`config.mk`:
```
export PLATFORM = sky130hd
export DESIGN_NAME = ex_hilo_ctrl
export DESIGN_NICKNAME = d
export VERILOG_FILES = /design/src/rtl/ex_hilo_pkg.sv /design/src/rtl/ex_hilo_ctrl_acc64.sv /design/src/rtl/ex_hilo_ctrl.sv
export SDC_FILE = /design/constraint.sdc
export NUM_CORES = 1
export LEC_CHECK = 0
export CAP_MARGIN = 20
export CORE_AREA = 2 2 115 117
export CTS_BUF_LIST = sky130_fd_sc_hd__clkbuf_16
export DETAILED_ROUTE_END_ITERATION = 6
export DIE_AREA = 0 0 117 119
export MAX_ROUTING_LAYER = met4
export PLACE_DENSITY_LB_ADDON = 0.08
export SYNTH_ARGS = -nofsm -noshare
export SYNTH_HDL_FRONTEND = slang
export SYNTH_SLANG_ARGS = --single-unit
```
`constraint.sdc`:
```
create_clock -name clk -period 3.5 [get_ports clk]
set_input_delay 0.875 -clock clk [delete_from_list [all_inputs] [get_ports clk]]
set_output_delay 0.875 -clock clk [all_outputs]
set_load 0.03 [all_outputs]
```
`src/rtl/ex_hilo_pkg.sv`:
```
// ex_hilo_pkg -- shared types and constants for the EX-stage HI/LO controller.
//
// Contents:
//   hilo_op_t     operation code presented by EX (4 bits)
//   hilo_state_t  controller FSM state
//   MULT_*        multiplier command encodings
//   is_mult_class / is_signed_op  opcode decode helpers
//
// Build option: HILO_ACC_EN -- when defined, MADD/MADDU/MSUB/MSUBU decode as
// multiplier-class ops; when undefined they decode as NOP.

package ex_hilo_pkg;

  typedef enum logic [3:0] {
    NOP   = 4'd0,
    MULT  = 4'd1,
    MULTU = 4'd2,
    MTHI  = 4'd3,
    MTLO  = 4'd4,
    MADD  = 4'd5,
    MADDU = 4'd6,
    MSUB  = 4'd7,
    MSUBU = 4'd8
  } hilo_op_t;

  typedef enum logic [2:0] {
    IDLE   = 3'd0,
    LAUNCH = 3'd1,
    WAIT   = 3'd2,
    ACC    = 3'd3,
    DRAIN  = 3'd4
  } hilo_state_t;

  localparam logic [1:0] MULT_IDLE     = 2'b00;
  localparam logic [1:0] MULT_SIGNED   = 2'b10;
  localparam logic [1:0] MULT_UNSIGNED = 2'b01;

  // Ops that occupy the multiplier and therefore stall the pipeline.
  function automatic logic is_mult_class(input hilo_op_t o);
    case (o)
      MULT, MULTU: return 1'b1;
`ifdef HILO_ACC_EN
      MADD, MADDU, MSUB, MSUBU: return 1'b1;
`endif
      default: return 1'b0;
    endcase
  endfunction

  function automatic logic is_signed_op(input hilo_op_t o);
    return (o == MULT) || (o == MADD) || (o == MSUB);
  endfunction

endpackage

```
`src/rtl/ex_hilo_ctrl_acc64.sv`:
```
// hilo_acc64 -- registered 64-bit add/subtract used by the accumulate ops.
//
// Ports:
//   clk    in   1   clock, rising edge
//   rst_n  in   1   async active-low reset
//   en     in   1   capture a new result this edge
//   sub    in   1   1: acc - prod, 0: acc + prod
//   acc    in   64  current {HI,LO}
//   prod   in   64  multiplier product
//   sum    out  64  registered result (mod 2^64)
//
// Only instantiated when HILO_ACC_EN is defined.

module hilo_acc64 (
  input  logic        clk,
  input  logic        rst_n,
  input  logic        en,
  input  logic        sub,
  input  logic [63:0] acc,
  input  logic [63:0] prod,
  output logic [63:0] sum
);

  logic [63:0] sum_reg;

  // Plain modular arithmetic: the product's signedness is already encoded
  // in its 64-bit two's-complement pattern.
  always_ff @(posedge clk or negedge rst_n) begin
    if (!rst_n) begin
      sum_reg <= '0;
    end else if (en) begin
      sum_reg <= sub ? (acc - prod) : (acc + prod);
    end
  end

  assign sum = sum_reg;

endmodule

```
`src/rtl/ex_hilo_ctrl.sv`:
```
// ex_hilo_ctrl -- EX-stage HI/LO controller wrapped around a 4-cycle multiplier.
//
// Accepts MULT/MULTU/MTHI/MTLO (and MADD/MADDU/MSUB/MSUBU when HILO_ACC_EN is
// defined), launches the multiplier, waits for its done flag and writes the
// 64-bit result into HI/LO. Stalls the pipeline while busy and forwards MTHI/MTLO
// data to the hi/lo outputs in the accept cycle.
//
// Ports:
//   clk        in   1   clock, rising edge
//   rst_n      in   1   async active-low reset
//   op_valid   in   1   EX presents an op this cycle
//   op         in   4   hilo_op_t
//   rs_val     in   32  operand A / MTHI,MTLO source
//   rt_val     in   32  operand B
//   flush      in   1   squash in-flight or presented op; HI/LO untouched
//   busy       out  1   stall request
//   hi, lo     out  32  architectural HI/LO with forwarding
//   mult_op    out  2   multiplier command: 10 signed, 01 unsigned, 00 idle
//   mult_a/b   out  32  multiplier operands
//   mult_c     in   64  multiplier product
//   mult_done  in   1   multiplier idle / result valid
//
// Build option: HILO_ACC_EN enables the accumulate ops, the ACC state and the
// hilo_acc64 adder.

module ex_hilo_ctrl
  import ex_hilo_pkg::*;
#(
  parameter int MULT_LAT = 4
) (
  input  logic        clk,
  input  logic        rst_n,
  input  logic        op_valid,
  input  logic [3:0]  op,
  input  logic [31:0] rs_val,
  input  logic [31:0] rt_val,
  input  logic        flush,
  output logic        busy,
  output logic [31:0] hi,
  output logic [31:0] lo,
  output logic [1:0]  mult_op,
  output logic [31:0] mult_a,
  output logic [31:0] mult_b,
  input  logic [63:0] mult_c,
  input  logic        mult_done
);

  hilo_state_t state_reg;
  logic [31:0] hi_reg;
  logic [31:0] lo_reg;
  logic [3:0]  wait_cnt_reg;

  hilo_op_t op_e;
  logic     op_is_mult;
  logic     accept;
  logic     accept_mult;

  assign op_e        = hilo_op_t'(op);
  assign op_is_mult  = is_mult_class(op_e);
  assign accept      = op_valid && (state_reg == IDLE) && !flush;
  assign accept_mult = accept && op_is_mult;

  // The multiplier is started combinationally in the accept cycle so that it
  // captures the operands on the same edge the FSM moves to LAUNCH.
  assign mult_op = accept_mult ? (is_signed_op(op_e) ? MULT_SIGNED : MULT_UNSIGNED)
                               : MULT_IDLE;
  assign mult_a  = accept_mult ? rs_val : '0;
  assign mult_b  = accept_mult ? rt_val : '0;

  // Stall is raised in the presentation cycle itself, before the FSM moves.
  assign busy = (state_reg != IDLE) || (op_valid && op_is_mult && (state_reg == IDLE));

  // MTHI/MTLO results are visible to an MFHI/MFLO in the same cycle.
  assign hi = (accept && (op_e == MTHI)) ? rs_val : hi_reg;
  assign lo = (accept && (op_e == MTLO)) ? rs_val : lo_reg;

`ifdef HILO_ACC_EN
  logic        acc_reg;
  logic        sub_reg;
  logic        acc_en;
  logic [63:0] acc_sum;

  // The sum is formed on the same edge that would otherwise write the raw
  // product, so ACC only has to copy it into HI/LO.
  assign acc_en = (state_reg == WAIT) && mult_done && !flush && acc_reg;

  hilo_acc64 u_acc (
    .clk  (clk),
    .rst_n(rst_n),
    .en   (acc_en),
    .sub  (sub_reg),
    .acc  ({hi_reg, lo_reg}),
    .prod (mult_c),
    .sum  (acc_sum)
  );
`endif

  always_ff @(posedge clk or negedge rst_n) begin
    if (!rst_n) begin
      state_reg    <= IDLE;
      hi_reg       <= '0;
      lo_reg       <= '0;
      wait_cnt_reg <= '0;
`ifdef HILO_ACC_EN
      acc_reg      <= 1'b0;
      sub_reg      <= 1'b0;
`endif
    end else begin
      case (state_reg)
        IDLE: begin
          if (accept) begin
            if (op_e == MTHI) begin
              hi_reg <= rs_val;
            end else if (op_e == MTLO) begin
              lo_reg <= rs_val;
            end else if (op_is_mult) begin
`ifdef HILO_ACC_EN
              acc_reg <= (op_e == MADD) || (op_e == MADDU) ||
                         (op_e == MSUB) || (op_e == MSUBU);
              sub_reg <= (op_e == MSUB) || (op_e == MSUBU);
`endif
              state_reg <= LAUNCH;
            end
          end
        end
        // mult_done may still show the pre-launch idle value here.
        LAUNCH: state_reg <= flush ? DRAIN : WAIT;
        WAIT: begin
          if (flush) begin
            state_reg <= DRAIN;
          end else if (mult_done) begin
`ifdef HILO_ACC_EN
            if (acc_reg) begin
              state_reg <= ACC;
            end else begin
              {hi_reg, lo_reg} <= mult_c;
              state_reg        <= IDLE;
            end
`else
            {hi_reg, lo_reg} <= mult_c;
            state_reg        <= IDLE;
`endif
          end
        end
`ifdef HILO_ACC_EN
        ACC: begin
          if (flush) begin
            state_reg <= DRAIN;
          end else begin
            {hi_reg, lo_reg} <= acc_sum;
            state_reg        <= IDLE;
          end
        end
`endif
        // The multiplier cannot be aborted; hold the stall until it is idle.
        DRAIN: if (mult_done) state_reg <= IDLE;
        default: state_reg <= IDLE;
      endcase

      // Cycles spent waiting on the multiplier, saturating.
      if ((state_reg == WAIT) || (state_reg == DRAIN)) begin
        if (wait_cnt_reg != 4'hF) wait_cnt_reg <= wait_cnt_reg + 4'd1;
      end else begin
        wait_cnt_reg <= '0;
      end
    end
  end

  // A multiplier of depth MULT_LAT must report done within MULT_LAT waiting cycles.
  a_wait_bound: assert property (@(posedge clk) disable iff (!rst_n)
    int'(wait_cnt_reg) <= MULT_LAT);

endmodule
```
* After elaboration in Yosys (flattened, before gate mapping)
Cells that the tools add are included.
Storage, ports and cells: memories 0, register bits after elaboration 67, ROM bits 0, output and inout port bits 131, latch bits 0, memory bits (writable) 0, logic and storage cells 64, input port bits 137
Operators by class: equal/unequal tests 17, shifts and indexed selects 0, muxes and demuxes 26, reduce and logical (&&, ||, !) cells 18, bitwise gates (word level) 0, multiply operators 0, add/subtract/negate cells 0, div/mod/pow operators 0, order comparisons 0
Operators with widths (number):
- two-way mux 32 bit | 13
- case mux 32 bit (2 select lines) | 2
- two-way mux 3 bit | 7
- == test 4 x 3 -> 1 bit, second input constant | 3
- != test 2 bit, second input constant | 6
- case mux 3 bit (4 select lines) | 1
- == test 4 x 2 -> 1 bit, second input constant | 2
- logical AND 1 bit | 7
- AND reduction 6 bit | 1
- AND reduction 5 bit | 1
- == test 4 x 1 -> 1 bit, second input constant | 1
- two-way mux 2 bit | 2
- != test 2 x 1 -> 1 bit, second input constant | 2
- AND reduction 4 bit | 1
- == test 3 x 1 -> 1 bit, second input constant | 1
- == test 3 x 2 -> 1 bit, second input constant | 1
- == test 3 bit, second input constant | 1
- logical NOT 3 bit | 1
- logical OR 1 bit | 3
- nonzero test 3 bit | 1
- nonzero test 2 bit | 1
- OR reduction 2 bit | 1
- logical NOT 1 bit | 1
- two-way mux 1 bit | 1

* Longest topological paths before layout
depth after elaboration 8, mapped depth 6, depth with buffers taken out 3

* Worst setup path before layout
Ideal clock, no wire load.
path type in2out, start point input port flush, end point output port mult_op[0], data arrival time 2.689 ns, cell stages on the path 3, path buffers 0, slack -0.064 ns, required time 2.625 ns, path through or4_4 > or2_2 > nor4bb_1
On the way: word-level cells in the longest chain between the ends 4
RTL lines:
- start, declared | line ex_hilo_ctrl.sv:37 | input logic flush,
- logical NOT 1 bit | line ex_hilo_ctrl.sv:60 | assign accept = op_valid && (state_reg == IDLE) && !flush;
- logical AND 1 bit | line ex_hilo_ctrl.sv:60
- logical AND 1 bit | line ex_hilo_ctrl.sv:61 | assign accept_mult = accept && op_is_mult;
- two-way mux 2 bit | line ex_hilo_ctrl.sv:65 | assign mult_op = accept_mult ? (is_signed_op(op_e) ? MULT_SIGNED : MULT_UNSIGNED)
- end, declared | line ex_hilo_ctrl.sv:41 | output logic [1:0] mult_op,
No other way between the ends.

* Worst setup path in the final report
start point input port flush, end point output port lo[1]
On the way: word-level cells in the longest chain between the ends 4
RTL lines:
- logical NOT 1 bit | line ex_hilo_ctrl.sv:60
- logical AND 1 bit | line ex_hilo_ctrl.sv:60
- logical AND 1 bit | line ex_hilo_ctrl.sv:75 | assign lo = (accept && (op_e == MTLO)) ? rs_val : lo_reg;
- two-way mux 32 bit | line ex_hilo_ctrl.sv:75
- end, declared | line ex_hilo_ctrl.sv:40 | output logic [31:0] lo,
No other way between the ends.

==> impl_metrics.toml <==
[outcome]
status = "complete, but fails checks"
violations = "setup timing"

[critical_path]
crit_type = "primary input to primary output"
worst_r2r_endpoint = "lo_reg[15]"
crit_fanout = 6
reg2reg_slack_ns = 1.37
crit_path_start = "flush"
reg2reg_depth = 5
crit_required_ns = 2.62
cp-endpoint = "lo[1]"
crit_path_end_kind = "primary output"
start_kind = "primary input"
rr_startpoint = "state_reg[0]"
cp.arrival_ns = 2.68

[synthesis]
netlist_area_um2 = 4970
yosysMostFrequentCell = "mux2_2"
syn-num-nets = 518
ys_ff_latch = 67
yosys-top-cells-count = "mux2_2, dfrtp_1, and2_1"
synth_edf_count = 0
synthTopCellsByArea = "dfrtp_1, mux2_2, mux2_4, and2_1, buf_12"
synth.distinct_cells = 31
synth_top_cell_by_area = "dfrtp_1"
avgSynthCellArea_um2 = 13.0
ys_seq_area_share_pct = 33.8
yosys_warnings = 0
async_flop_share_pct = 100
ys.flop_type = "dfrtp_1"
synth_top_area_share_pct = 33.8
synth_cells = 381

[sta]
worst_pin_slew_ns = 0.808
final-hold-violation-count = 0
rsz0062_at_grt = "yes"
worst_slack_ns = -0.0594
slew_viol_final = 0
slew_headroom_pct = 45.7
min_period_ns = 3.56
finalSetupViolations = 28
skew_ns = 0.00501
timing.fmax_ghz = 0.281
period_share_pct = 102

[final_layout]
antenna_cells = 0
drive_above_1_share_pct = 61.9
layoutNonFillerInstCount = 846
area_growth_pct = 69.8
nets = 802

[global_routing]
antenna_found_initial = 0
grt_pass1_vias = 4185
grt_overflow = 0
grt_max_degree = 46
grt_pass1_wl_um = 22100
use_met1_pct = 25.4
busiest_layer = "met2"
grt.total_usage_pct = 21.0
grt_use_met3_pct = 3.97
gr-usage-met2_pct = 35.9

[drt]
firstDrtPassIters = 4
via_count = 4092
drc = 0
final_antenna_net_count = 0
drtIter0Drc = 139
viasPerCell = 4.84
wirelength_um = 15800
routedWlPerCell_um = 18.7

[floorplan]
placementRows = 42
dieArea_um2 = 13900
start_util_pct = 38.6
io_pins = 268
die_y_um = 119
die_w_um = 117
core_area_um2 = 12900

[cts]
path_clk_slew_ns = 0.06
h-tree-depth = 3
numCtsBuffers = 9
clock_latency_ns = 0.32
clockRootBuffer = "clkbuf_16"
clock-sinks = 67
cts_buffer_depth = 2
cts_hold_buf = 0
cts_tree = "done"

[power_and_ir_drop]
p_per_area_nw_per_um2 = 526
power.total_uw = 4440
irDropWorstVdd_mv = 0.345
leakage_uw = 0.00390

[place]
dp.cells = 820
numPortBuffers = 267
hpwl_um = 10600
place_congestion = 0.806

[job]
cap_violations = 0

[min_path]
min_path_type = "flip-flop to flip-flop"
per-stage QoR:
step                      setup slack [ns]  hold WS, ns  util, %  TNS, ns  area, µm²
final                              -0.0594        0.487     65.5   -0.778       8430
after global routing                -0.111        0.512     65.5    -4.67       8430
after CTS                          -0.0836        0.495     61.6   -0.932       7930
after detailed placement            -0.891        0.483     59.6   -71.16       7670
after global placement              -0.862        0.468     59.6   -68.41       7670
after floorplan                    -0.0637        0.458        -   -0.123       4970
repair_timing:
action	CTS	global route
pin swaps	4	3
gates resized for setup	311	116
endpoints found under the setup margin	130	124
setup buffers	2	0
gates cloned	1	7
logic make-up after synthesis:
family                 count (synthesis)  synth area share [%]
multiplexers                         193                  48.3
AO/OA/AOI/OAI                          5                  1.23
AND/OR/NAND/NOR                       82                  10.8
buffers and inverters                 32                  5.57
XOR/XNOR                               2                 0.353
flip-flops                            67                  33.8
layout make-up:
type / count / area, µm²
sequential: 67 / 1680
clock buffer: 9 / 225
tap: 176 / 220
timing repair buffer: 303 / 3070
clock inverter: 7 / 106
multi-input combinational: 282 / 3130
fill: 1004 / 4440
inverter: 2 / 7.51
worst max-delay path: stages:
cell and delay (ns):
buf_6 0.09, or4_4 0.52, or3_4 0.44, buf_12 0.17
buf_12 0.14, mux2_4 0.30, buf_6 0.14
worst min path at each step:
stage,from,slack [ns],cells after the start,end
detailed placement,lo_reg[6],0.48,1,lo_reg[6]
CTS,lo_reg[6],0.50,1,lo_reg[6]
global placement,lo_reg[16],0.47,1,lo_reg[16]
finish,lo_reg[6],0.49,1,lo_reg[6]
global route,lo_reg[6],0.51,1,lo_reg[6]
floorplan,lo_reg[15],0.46,1,lo_reg[15]
cell usage in the layout (no fill, tap or decap), types with 2 or more instances in the layout:
master / netlist / layout
buf_2: 4 / 31
nor4bb_1: 2 / 2
mux2_4: 60 / 60
nor3_1: 2 / 2
clkinv_1: 0 / 3
clkbuf_16: 0 / 13
or2_2: 2 / 2
buf_8: 0 / 2
buf_12: 6 / 7
mux2_2: 127 / 127
buf_6: 7 / 93
mux2_1: 5 / 5
nor2_1: 2 / 2
bufinv_16: 0 / 3
buf_4: 0 / 35
inv_1: 2 / 2
and2_1: 64 / 32
and2_4: 0 / 32
or3_4: 0 / 2
clkdlybuf4s50_1: 0 / 130
dfrtp_1: 67 / 67
nand2_1: 2 / 2
a2111oi_4: 1 / 2
power by group:
| group | switching (µW) | internal (µW) | leakage, µW |
|---|---|---|---|
| Combinational | 1040 | 1150 | 0.00292 |
| Sequential | 155 | 1070 | 0.000817 |
| Clock | 332 | 687 | 0.000162 |
layer usage:
layer | up-vias | wire [µm]
met3 | 11 | 968
met5 | - | 0
li1 | 1923 | -
met2 | 146 | 8070
met1 | 2012 | 6610
met4 | 0 | 134
Note: power is estimated with default switching activity, not from simulation.
